$ cat src/rtl/uart_rx_parity.sv
// UART receiver: 2-FF synchronised RX, start/8 data/optional parity/stop framing, with parity and framing error flags.
// Define UART_RX_PARITY_EN to include the parity bit (8x1 framing); leave it undefined for 8N1 with PARITY_ERR tied low.
module uart_rx_parity #(
  parameter int CLKS_PER_BIT = 868,
  parameter int PARITY_ODD   = 0
) (
  input  logic       CLK,
  input  logic       RST,
  input  logic       RX,
  output logic [7:0] DATA_OUT,
  output logic       DATA_VALID,
  output logic       PARITY_ERR,
  output logic       FRAME_ERR,
  output logic       BUSY
);

  localparam int TW = (CLKS_PER_BIT > 1) ? $clog2(CLKS_PER_BIT) : 1;
  localparam logic [TW-1:0] BIT_LAST  = TW'(CLKS_PER_BIT - 1);
  localparam logic [TW-1:0] HALF_LAST = TW'(CLKS_PER_BIT / 2 - 1);
  localparam logic ODD = (PARITY_ODD != 0);

  typedef enum logic [2:0] {
    S_IDLE    = 3'd0,
    S_START   = 3'd1,
    S_DATA    = 3'd2,
`ifdef UART_RX_PARITY_EN
    S_PARITY  = 3'd3,
`endif
    S_STOP    = 3'd4,
    S_DONE    = 3'd5,
    S_RECOVER = 3'd6
  } state_t;

  state_t          state_q, state_d;
  logic [TW-1:0]   timer_q, timer_d;
  logic [2:0]      bit_idx_q, bit_idx_d;
  logic [7:0]      shift_q, shift_d;
  logic            stop_bit_q, stop_bit_d;
  logic            rx_meta_q, rx_meta_d;
  logic            rx_s_q, rx_s_d;
  logic [7:0]      data_out_q, data_out_d;
  logic            data_valid_q, data_valid_d;
  logic            frame_err_q, frame_err_d;
`ifdef UART_RX_PARITY_EN
  logic            par_bit_q, par_bit_d;
  logic            parity_err_q, parity_err_d;

  function automatic logic parity_mismatch(input logic [7:0] d, input logic p);
    return p != ((^d) ^ ODD);
  endfunction
`endif

  always_comb begin
    state_d      = state_q;
    timer_d      = timer_q;
    bit_idx_d    = bit_idx_q;
    shift_d      = shift_q;
    stop_bit_d   = stop_bit_q;
    rx_meta_d    = RX;
    rx_s_d       = rx_meta_q;
    data_out_d   = data_out_q;
    data_valid_d = 1'b0;
    frame_err_d  = frame_err_q;
`ifdef UART_RX_PARITY_EN
    par_bit_d    = par_bit_q;
    parity_err_d = parity_err_q;
`endif
    case (state_q)
      S_IDLE: begin
        if (!rx_s_q) begin
          state_d   = S_START;
          timer_d   = '0;
          bit_idx_d = 3'd0;
        end
      end
      // Half a bit into the start bit: a high line here means it was a glitch.
      S_START: begin
        if (timer_q == HALF_LAST) begin
          timer_d = '0;
          state_d = rx_s_q ? S_IDLE : S_DATA;
        end else begin
          timer_d = timer_q + TW'(1);
        end
      end
      S_DATA: begin
        if (timer_q == BIT_LAST) begin
          timer_d            = '0;
          shift_d[bit_idx_q] = rx_s_q;
          bit_idx_d          = bit_idx_q + 3'd1;
          if (bit_idx_q == 3'd7) begin
`ifdef UART_RX_PARITY_EN
            state_d = S_PARITY;
`else
            state_d = S_STOP;
`endif
          end
        end else begin
          timer_d = timer_q + TW'(1);
        end
      end
`ifdef UART_RX_PARITY_EN
      S_PARITY: begin
        if (timer_q == BIT_LAST) begin
          timer_d   = '0;
          par_bit_d = rx_s_q;
          state_d   = S_STOP;
        end else begin
          timer_d = timer_q + TW'(1);
        end
      end
`endif
      S_STOP: begin
        if (timer_q == BIT_LAST) begin
          timer_d    = '0;
          stop_bit_d = rx_s_q;
          state_d    = S_DONE;
        end else begin
          timer_d = timer_q + TW'(1);
        end
      end
      S_DONE: begin
        data_out_d   = shift_q;
        frame_err_d  = ~stop_bit_q;
        data_valid_d = 1'b1;
`ifdef UART_RX_PARITY_EN
        parity_err_d = parity_mismatch(shift_q, par_bit_q);
`endif
        state_d = stop_bit_q ? S_IDLE : S_RECOVER;
      end
      // A held-low line after a bad stop bit must not be taken as a new start bit.
      S_RECOVER: begin
        if (rx_s_q) state_d = S_IDLE;
      end
      default: state_d = S_IDLE;
    endcase
  end

  always_ff @(posedge CLK) begin
    shift_q    <= shift_d;
    stop_bit_q <= stop_bit_d;
`ifdef UART_RX_PARITY_EN
    par_bit_q  <= par_bit_d;
`endif
    if (RST) begin
      state_q      <= S_IDLE;
      timer_q      <= '0;
      bit_idx_q    <= 3'd0;
      rx_meta_q    <= 1'b1;
      rx_s_q       <= 1'b1;
      data_out_q   <= 8'h00;
      data_valid_q <= 1'b0;
      frame_err_q  <= 1'b0;
`ifdef UART_RX_PARITY_EN
      parity_err_q <= 1'b0;
`endif
    end else begin
      state_q      <= state_d;
      timer_q      <= timer_d;
      bit_idx_q    <= bit_idx_d;
      rx_meta_q    <= rx_meta_d;
      rx_s_q       <= rx_s_d;
      data_out_q   <= data_out_d;
      data_valid_q <= data_valid_d;
      frame_err_q  <= frame_err_d;
`ifdef UART_RX_PARITY_EN
      parity_err_q <= parity_err_d;
`endif
    end
  end

  assign DATA_OUT   = data_out_q;
  assign DATA_VALID = data_valid_q;
  assign FRAME_ERR  = frame_err_q;
  assign BUSY       = (state_q != S_IDLE);
`ifdef UART_RX_PARITY_EN
  assign PARITY_ERR = parity_err_q;
`else
  // No parity bit on the wire, so the flag can never be raised.
  assign PARITY_ERR = ODD & 1'b0;
`endif

endmodule
$ cat config.mk
export PLATFORM = sky130hd
export DESIGN_NAME = uart_rx_parity
export DESIGN_NICKNAME = d
export VERILOG_FILES = /design/src/rtl/uart_rx_parity.sv
export SDC_FILE = /design/constraint.sdc
export NUM_CORES = 1
export LEC_CHECK = 0
export ABC_AREA = 1
export ABC_CLOCK_PERIOD_IN_PS = 1600
export BUFFER_PORTS_ARGS = -buffer_cell sky130_fd_sc_hd__buf_4
export CORE_ASPECT_RATIO = 0.5
export CORE_UTILIZATION = 50
export CTS_CLUSTER_DIAMETER = 30
export DETAILED_ROUTE_END_ITERATION = 16
export PLACE_DENSITY = 0.69
export SYNTH_ARGS = -nofsm -noshare
export SYNTH_HDL_FRONTEND = slang
export SYNTH_SLANG_ARGS = --single-unit
$ cat constraint.sdc
create_clock -name CLK -period 1.6 [get_ports CLK]
set_input_delay 0.24 -clock CLK [delete_from_list [all_inputs] [get_ports CLK]]
set_output_delay 0.24 -clock CLK [all_outputs]
set_load 0.03 [all_outputs]
==> metrics.md <==
| Metric | Value |
|---|---|
| # IOs | 15 |
| Clock sink count | 37 |
| Setup Viol. Count Final | 0 |
| MaxCap Viol Count | 0 |
| Clock Tree Root | clkbuf_8 |
| Area share of the largest cell type after synthesis | 0.314 |
| Die height | ~44 um |
| Syn nets | ~260 |
| Max clock buf depth | 2 |
| Crit path DAT | 1.52 ns |
| Crit Path Category | flip-flop to flip-flop |
| Final Skew | 0.00393 ns |
| Period utilization | 0.944 |
| HP Class | primary input to flip-flop |
| Status | complete, no violations |
| Multi-input gate area | 850 um^2 |
| Htree depth | 2 |
| Pre-CTS WS | 0.0320 ns |
| Synthesized flop and latch total | 37 |
| Cells after Synth | 250 |
| DR DRC count | 0 |
| Critical path launch point type | flip-flop |
| Worst skew pair latency | a little under 0.3 ns |
| Ys async rst share | 0 |
| Synthesized cell area | between 0.0015 and 0.002 mm^2 |
| Avg WL per Cell | 11.4 um |
| Drt initial violations | 79 |
| CP required | 1.61 ns |
| First-pass GRT wire length | 5.96 mm |
| Initial antenna violation count | 0 |
| GRT Total Usage | 0.208 |
| Post-CTS Hold Buffers | 0 |
| Register Area | 837 um^2 |
| Final Critical Period | 1.51 ns |
| Final worst slack | 0.0900 ns |
| Number of synthesized flops with an enable pin | 9 |
| Cell variety after synth | 26 |
| Final Max Tran Viols | 0 |
| Crit path max fanout | 4 |
| Register area share after synthesis | 0.466 |
| Final Hold Fails | 0 |
| Layout cells sized above 1 | 0.198 |
| Core area | 0.00319 mm^2 |
| CTS Buf Count | 5 |
| Syn Area/Cell | 7.14 um^2 |
| Initial Util | 0.560 |
| VDD IR-drop max | around 0.00087 V |
| Area contributors post-synth | dfxtp_1 (31%), edfxtp_1 (15%), nor2_1 (13%) |
| Pwr per Cell Area | ~1700 mW/mm^2 |
| Die area | 0.00383 mm^2 |
| Largest net degree at the start of global routing | 19 |
| # fillers | 290 |
| CTS tree | yes |
| Via count | about 1600 |
| Final wirelength | 3.67 mm |
| Gpl congestion | between 0.9 and 1 |
| Crit end category | flip-flop |
| Number of global-route vias before repair | 1376 |
| Clock transition at path regs | 0.08 ns |
| Nets@finish | 279 |
| Leak pwr | 0.000887 uW |
| Input/output buffers | 13 |
| Commonest cells in the netlist | nor2_1 (63), nand2_1 (55), dfxtp_1 (28) |
| Core Rows | 14 |
| Fmax | roughly 660 MHz |
| Routed Antenna Nets | 0 |
| Top-count cell post-synth | nor2_1 |
| Main synth FF type | dfxtp_1 |
| DP HPWL | 2.59 mm |
| ANT cells | 0 |
| Die W | about 86 um |
| Worst hold slack | 0.131 ns |
| Initial DRT Pass Iterations | 4 |
| Area leader, netlist | dfxtp_1 |
| Synth-to-Final Area Change | 16.8% |
| Vias per cell | 5.00 |
| Ys Warns | 0 |
| Grt total ovfl | 0 |
[sequential cells by signal (all words and copies together), names as in the netlist]
signal	count
bit_idx_q	3
shift_q	8
FRAME_ERR	1
rx_meta_q	1
DATA_OUT	8
DATA_VALID	1
state_q	3
rx_s_q	1
timer_q	10
stop_bit_q	1
[logic make-up (layout without fill, tap and decap cells)]
group / Yosys count / after routing / share of synthesized area
adder cells (fa/ha/maj): 4 / 4 / 0.0281
AND/OR/NAND/NOR: 153 / 153 / 0.360
other: 1 / 1 / 0.00210
buffers and inverters: 32 / 55 / 0.0736
flip-flops: 37 / 37 / 0.466
AO/OA/AOI/OAI: 21 / 21 / 0.0610
XOR/XNOR: 2 / 2 / 0.00982
[metal layers]
| layer | global-route usage | share of wire | vias up |
|---|---|---|---|
| li1 | - | - | 828 |
| met1 | 0.265 | 0.47 | 736 |
| met2 | 0.348 | 0.46 | 35 |
| met3 | 0.0653 | 0.055 | 6 |
| met4 | 0.0633 | 0.0076 | 0 |
| met5 | 0 | 0 | - |
[power by group]
group	leakage (uW)	switching [uW]	internal [uW]
Combinational	0.000534	983	537
Clock	0.0000445	364	309
Sequential	0.000309	151	1100
[final timing paths]
path / endpoint / slack, ns / cells after the start / startpoint
worst max-delay path: shift_q[5] / 0.09 / 7 / timer_q[0]
worst min-delay path: rx_meta_q / 0.13 / 2 / RX
worst max register to register: shift_q[5] / 0.09 / 7 / timer_q[0]
worst min register to register: rx_s_q / 0.41 / 1 / rx_meta_q
[critical path, cell delays in order (launching register included)]
cell and delay (ns):
dfxtp_2 0.37, ha_2 0.21, inv_1 0.07, nor2_2 0.12, nand2_2 0.09, inv_1 0.11, nand3_2 0.13, nor2_1 0.13
[per-stage QoR]
| step | cell area, um^2 | utilization | power [uW] | cells | TNS [ns] |
|---|---|---|---|---|---|
| floorplan | 1780 | - | 2340 | 250 | 0 |
| global placement | 1960 | 0.615 | 2690 | 313 | 0 |
| detailed placement | 1960 | 0.615 | 2720 | 313 | 0 |
| CTS | 2050 | 0.643 | 3390 | 321 | 0 |
| global route | 2080 | 0.654 | 3730 | 321 | -0.00576 |
| finish | 2080 | 0.654 | 3440 | 321 | 0 |
[final cells by class]
type | instances | area share
Tap cell | 48 | 0.0288
Clock inverter | 3 | 0.0102
Timing Repair Buffer | 19 | 0.0684
Inverter | 28 | 0.0504
Multi-Input combinational cell | 181 | 0.408
Sequential cell | 37 | 0.402
Clock buffer | 5 | 0.0330
[cell usage in the layout, fill, tap and decap left out]
master	count
or2_4	1
nor2_2	6
o21ai_1	1
edfxtp_1	9
ha_2	1
nand2_2	3
dfxtp_1	23
xor2_1	1
inv_6	1
clkinv_2	1
conb_1	1
dfxtp_2	5
nand3_1	17
nand4_1	3
inv_2	4
clkbuf_8	5
nand3b_1	1
nand2_1	54
o21ai_2	1
clkinvlp_4	1
ha_1	3
nor3_1	2
xnor2_1	1
nor2_1	60
buf_4	19
a21oi_1	5
o21ai_0	14
inv_1	24
or2_2	2
nand3_2	4
[repair_timing]
item,CTS,global route
setup endpoints to repair,0,15
gates resized for setup,0,13
buffers inserted,0,0
Note: power is estimated with default switching activity, not from simulation.
